--- src/rtl/ssd_display_arbiter.sv ---
// Shares one 4-digit seven-segment display between three requesters, scanning digits on scan_tick.
// Define SSD_ARB_ROUND_ROBIN_EN for round-robin arbitration instead of fixed priority (bit 0 highest).
module ssd_display_arbiter #(
  parameter int NUM_REQ    = 3,
  parameter int HOLD_TICKS = 1000,
  parameter int HOLD_W     = 16
) (
  input  logic                   clk,
  input  logic                   reset,
  input  logic                   scan_tick,
  input  logic [NUM_REQ-1:0]     req,
  input  logic [16*NUM_REQ-1:0]  digits_in,
  input  logic [4*NUM_REQ-1:0]   dp_in,
  output logic [NUM_REQ-1:0]     grant,
  output logic [3:0]             ssdAnode,
  output logic [3:0]             bcd,
  output logic                   dp,
  output logic                   busy
);

  localparam logic [1:0] IDLE = 2'd0;
  localparam logic [1:0] HOLD = 2'd1;
  localparam logic [1:0] OPEN = 2'd2;
  localparam logic [HOLD_W-1:0] HOLD_MAX = HOLD_W'(HOLD_TICKS);

  logic [1:0]        state, nxt_state;
  logic [1:0]        owner, nxt_owner;
  logic [1:0]        idx, nxt_idx;
  logic [HOLD_W-1:0] hold, nxt_hold, hold_inc;
  logic [1:0]        search_base;
  logic [1:0]        pick_ch;
  logic              pick_found;
  int                nib_lo;
  int                dp_pos;

`ifdef SSD_ARB_ROUND_ROBIN_EN
  logic [1:0] rr_ptr;

  // rr_ptr always points one past the most recent owner, so the search rotates
  assign search_base = rr_ptr;

  always_ff @(posedge clk or posedge reset) begin
    if (reset) begin
      rr_ptr <= 2'd0;
    end else if (scan_tick && nxt_state != IDLE) begin
      rr_ptr <= (nxt_owner == 2'(NUM_REQ - 1)) ? 2'd0 : nxt_owner + 2'd1;
    end
  end
`else
  assign search_base = 2'd0;
`endif

  // Winner search: the lowest offset from search_base with a pending request
  always_comb begin
    pick_found = 1'b0;
    pick_ch    = 2'd0;
    for (int i = NUM_REQ - 1; i >= 0; i--) begin
      if (req[(int'(search_base) + i) % NUM_REQ]) begin
        pick_found = 1'b1;
        pick_ch    = 2'((int'(search_base) + i) % NUM_REQ);
      end
    end
  end

  always_comb begin
    hold_inc  = (hold >= HOLD_MAX) ? HOLD_MAX : hold + 1'b1;
    nxt_state = state;
    nxt_owner = owner;
    nxt_idx   = idx + 2'd1;
    nxt_hold  = hold_inc;
    case (state)
      IDLE: begin
        nxt_idx  = 2'd0;
        nxt_hold = '0;
        if (pick_found) begin
          nxt_state = HOLD;
          nxt_owner = pick_ch;
        end
      end
      default: begin
        if (hold_inc == HOLD_MAX) begin
          nxt_state = OPEN;
        end
        // Ownership may only move on the 3->0 wrap, after the hold expires or the owner lets go
        if (idx == 2'd3 && (hold_inc == HOLD_MAX || !req[owner])) begin
          if (!pick_found) begin
            nxt_state = IDLE;
            nxt_hold  = '0;
          end else if (pick_ch != owner) begin
            nxt_owner = pick_ch;
            nxt_hold  = '0;
            nxt_state = HOLD;
          end
        end
      end
    endcase
  end

  always_comb begin
    nib_lo = 16 * int'(nxt_owner) + 12 - 4 * int'(nxt_idx);
    dp_pos = 4 * int'(nxt_owner) + 3 - int'(nxt_idx);
  end

  always_ff @(posedge clk or posedge reset) begin
    if (reset) begin
      state    <= IDLE;
      owner    <= 2'd0;
      idx      <= 2'd0;
      hold     <= '0;
      grant    <= '0;
      ssdAnode <= 4'b1111;
      bcd      <= 4'd15;
      dp       <= 1'b0;
      busy     <= 1'b0;
    end else if (scan_tick) begin
      state <= nxt_state;
      owner <= nxt_owner;
      idx   <= nxt_idx;
      hold  <= nxt_hold;
      if (nxt_state == IDLE) begin
        grant    <= '0;
        ssdAnode <= 4'b1111;
        bcd      <= 4'd15;
        dp       <= 1'b0;
        busy     <= 1'b0;
      end else begin
        grant    <= NUM_REQ'(1) << nxt_owner;
        ssdAnode <= ~(4'b1000 >> nxt_idx);
        bcd      <= digits_in[nib_lo +: 4];
        dp       <= dp_in[dp_pos];
        busy     <= 1'b1;
      end
    end
  end

endmodule

--- config.mk ---
export PLATFORM = sky130hd
export DESIGN_NAME = ssd_display_arbiter
export DESIGN_NICKNAME = d
export VERILOG_FILES = /design/src/rtl/ssd_display_arbiter.sv
export SDC_FILE = /design/constraint.sdc
export NUM_CORES = 1
export LEC_CHECK = 0
export ABC_AREA = 1
export CAP_MARGIN = 20
export CORE_MARGIN = 3
export CORE_UTILIZATION = 46
export CTS_CLUSTER_SIZE = 10
export DETAILED_ROUTE_END_ITERATION = 10
export PLACE_DENSITY = 0.8
export SETUP_SLACK_MARGIN = 0.15
export SLEW_MARGIN = 25
export SYNTH_ARGS = -nofsm -noshare
export SYNTH_HDL_FRONTEND = slang
export SYNTH_SLANG_ARGS = --single-unit
--- constraint.sdc ---
create_clock -name clk -period 2.5 [get_ports clk]
set_input_delay 0.5 -clock clk [delete_from_list [all_inputs] [get_ports clk]]
set_output_delay 0.5 -clock clk [all_outputs]
set_load 0.05 [all_outputs]
==> impl_metrics.ini, run 1 <==
[run_status]
outcome = finished, final reports clean

[setup_path]
rrSetupSlack_ns = 0.16
path_cells = ha_4 > nand2_4 > nor2_4 > nand2_1 > nand2_1 > nand3_2 > o21ai_2 > nor2_2 > nand3_2 > nand2_2 > nand2_4 > nand2_8 > nand2_4 > nand2_8 > buf_6 > o21ai_2 > nand2_1 > nor2_1 > nor2_1
path_max_fanout = 7
arrival_ns = 2.58
path_buf_inv = 1
path_class = reg -> reg
max_stage_delay_ns = 0.43
slowest_stage = dfrtp_2
cp-end-kind = flop
worstSetupStartpointType = flop
cp_top_family = simple AND/OR/NAND/NOR gates
required_ns = 2.74

[routing]
first_pass_iters = 4
route.detailed.wl_per_inst_um = 16.1
ant_nets = 0
dr_total_vias = 2589
drc = 0
first_iter_violations = 183
wirelength_um = 7860
post_drt_via_cell_ratio = 5.29

[sta]
clock.fmax_mhz = 427
finClkSkew_ns = 0.00566
slew_headroom = 0.648
min_period_ns = 2.34
layout_setup_ws_ns = 0.159
drv_slew = 0
hold_viol_final = 0
post-route-period-util = 0.936
worst_pin_slew_ns = 0.526
rsz0062_at_grt = yes
setup_viol = 0
fin_setup_tns_ns = 0

[power_and_ir_drop]
combPwrFrac = 0.567
p_int_mw = 1.78
seq_power_share = 0.263
p_clk_frac = 0.170
p_sw_mw = 1.48
leakage_nw = 1.58
power.share.switching = 0.454
ir_worst_vdd_mv = 0.703
power_density_mw_per_mm2 = 892

[synthesis]
synth_edf_count = 0
yosysWarnings = 0
synth_nets = 393
synth-seq-area-share = 0.374
syn_area_per_cell_um2 = 7.31
postSynth.asyncResetShare = 1.00
netlist_instances = 324
synth-seq-cells = 35
synth-main-ff-cell = dfrtp_1
ys_types = 36
syn_area_mm2 = 0.00237

[cells_and_area]
final_nets = 490
drive_above_1_share = 0.237
fin_area_mm2 = 0.00365
num_antenna_cells = 0
final_util = 0.752
syn_to_final_growth_pct = 53.9
mostFrequentLayoutCells = clkdlybuf4s50_1, inv_1, nor2_1
final_common_cell = clkdlybuf4s50_1

[floorplanning]
coreArea_mm2 = 0.00485
pin_count = 79
dieHeight_um = 77.8
die_w_um = 77.8
rows = 25
die_area_mm2 = 0.00605
start_util = 0.489

[placement]
gp_congestion = 0.864
place_ws_ns = 0.0914
place.port_buffers = 78
placed_area_mm2 = 0.00327
dp_hpwl_um = 5450

[clock_tree]
htreeDepth = 2
clock-sinks = 35
clkTransAtPathRegs_ns = 0.08
clk_latency_ns = 0.30
cts_buffer_depth = 2
root_buffer = clkbuf_8
cts_made_buffers = 5
tritoncts = done

[global_routing]
grt_pass1_vias = 2544
grt_first_pass_wirelength_um = 12000
grt.overflow.total = 0
antenna_found_initial = 0
grt_max_degree = 36
grt_use_total = 0.249

[min_path]
hold_path_class = reg -> reg

[run]
maxCapViolations = 0
## layer usage
| layer | track usage | wire [µm] | up-vias |
|---|---|---|---|
| met3 | 0.0510 | 398 | 10 |
| li1 | - | - | 1268 |
| met5 | 0 | 0 | - |
| met2 | 0.393 | 3940 | 81 |
| met4 | 0.0712 | 110 | 0 |
| met1 | 0.344 | 3420 | 1230 |
## cells by family after synthesis
logic type	share of synthesized area
compound gates	0.208
xor+xnor	0.0111
simple gates	0.293
buf+inv	0.0977
fa+ha+maj	0.0158
flops	0.374
## power groups by stage
stage	clock network, mW	logic [mW]	registers (mW)
detailed placement	0	1.56	0.839
global route	0.581	1.99	0.873
CTS	0.555	1.57	0.835
floorplan	0	0.768	1.12
global placement	0	1.54	0.844
finish	0.554	1.84	0.855
## per-stage QoR
step / instances / hold slack (ns) / total power [mW]
2_1_floorplan: 324 / 0.457 / 1.89
3_3_place_gp: 471 / 0.473 / 2.39
3_5_place_dp: 471 / 0.477 / 2.40
4_1_cts: 479 / 0.492 / 2.96
5_1_grt: 489 / 0.519 / 3.45
6_report: 489 / 0.490 / 3.25
## timing repair
action                     in CTS  in global routing
setup endpoints to repair       4                 12
pin swaps                       0                 31
buffers inserted                0                 10
resized for setup               1                 49
hold buffers                    0                  0
## registers in the layout, summed over array words and instances (netlist names)
| signal | count |
|---|---|
| hold | 16 |
| bcd | 4 |
| busy | 1 |
| grant | 3 |
| idx | 2 |
| dp | 1 |
| owner | 2 |
| state | 2 |
| ssdAnode | 4 |
## area by class of cell
type,instances,area (µm²)
Clock buffer,6,82.6
Clock inverter,2,35.0
Fill cell,366,1200
Inverter,50,193
Multi-Input combinational cell,230,1410
Sequential cell,35,892
Tap cell,67,83.8
Timing Repair Buffer,99,950
## tightest hold or removal path: stages, from the launching register on
cell and delay [ns]:
dfrtp_1 0.38, inv_1 0.05, nor2_1 0.03
## Yosys cell counts, types with 2 or more instances
master     n  area (µm²)
o21bai_1   4        30.0
o221ai_1   2        17.5
a22oi_1    6        45.0
clkbuf_1   7        26.3
o31ai_1    4        30.0
o21ai_1   10        50.1
a21oi_1    8        40.0
nand2_2   10        62.6
nor2_1    45         169
nand2_4    4        45.0
or2_2      7        43.8
inv_1     47         176
inv_2      2        7.51
nor2_2     4        25.0
dfstp_2    8         210
ha_1       3        37.5
nand3_1   19        95.1
o21ai_0   14        70.1
nor2_4     2        22.5
nand4_1    5        31.3
o22ai_1   23         144
dfrtp_1   27         676
nand2_1   47         176
a21oi_2    2        17.5
xor2_1     3        26.3
## final timing paths
path / end / depth (start not counted) / startpoint
min: hold[13]$_DFFE_PP0P_ / 2 / hold[13]$_DFFE_PP0P_
max in group asynchronous: hold[3]$_DFFE_PP0P_ / 3 / reset
max reg2reg: bcd[0]$_DFFE_PP1P_ / 19 / hold[1]$_DFFE_PP0P_
min in group asynchronous: grant[1]$_DFFE_PP0P_ / 3 / reset
min reg2reg: hold[13]$_DFFE_PP0P_ / 2 / hold[13]$_DFFE_PP0P_
max: bcd[0]$_DFFE_PP1P_ / 19 / hold[1]$_DFFE_PP0P_
No activity file was read; power rests on OpenSTA's default activity.
==> run 2, diff against run 1 <==
--- a/config.mk
+++ b/config.mk
@@ -9,6 +9,7 @@
 export CAP_MARGIN = 20
 export CORE_MARGIN = 3
 export CORE_UTILIZATION = 46
+export CTS_CLUSTER_DIAMETER = 60
 export CTS_CLUSTER_SIZE = 10
 export DETAILED_ROUTE_END_ITERATION = 10
 export PLACE_DENSITY = 0.8
==> results of run 2 <==
No change in the layout: final DEF, timing and power equal those of run 1.
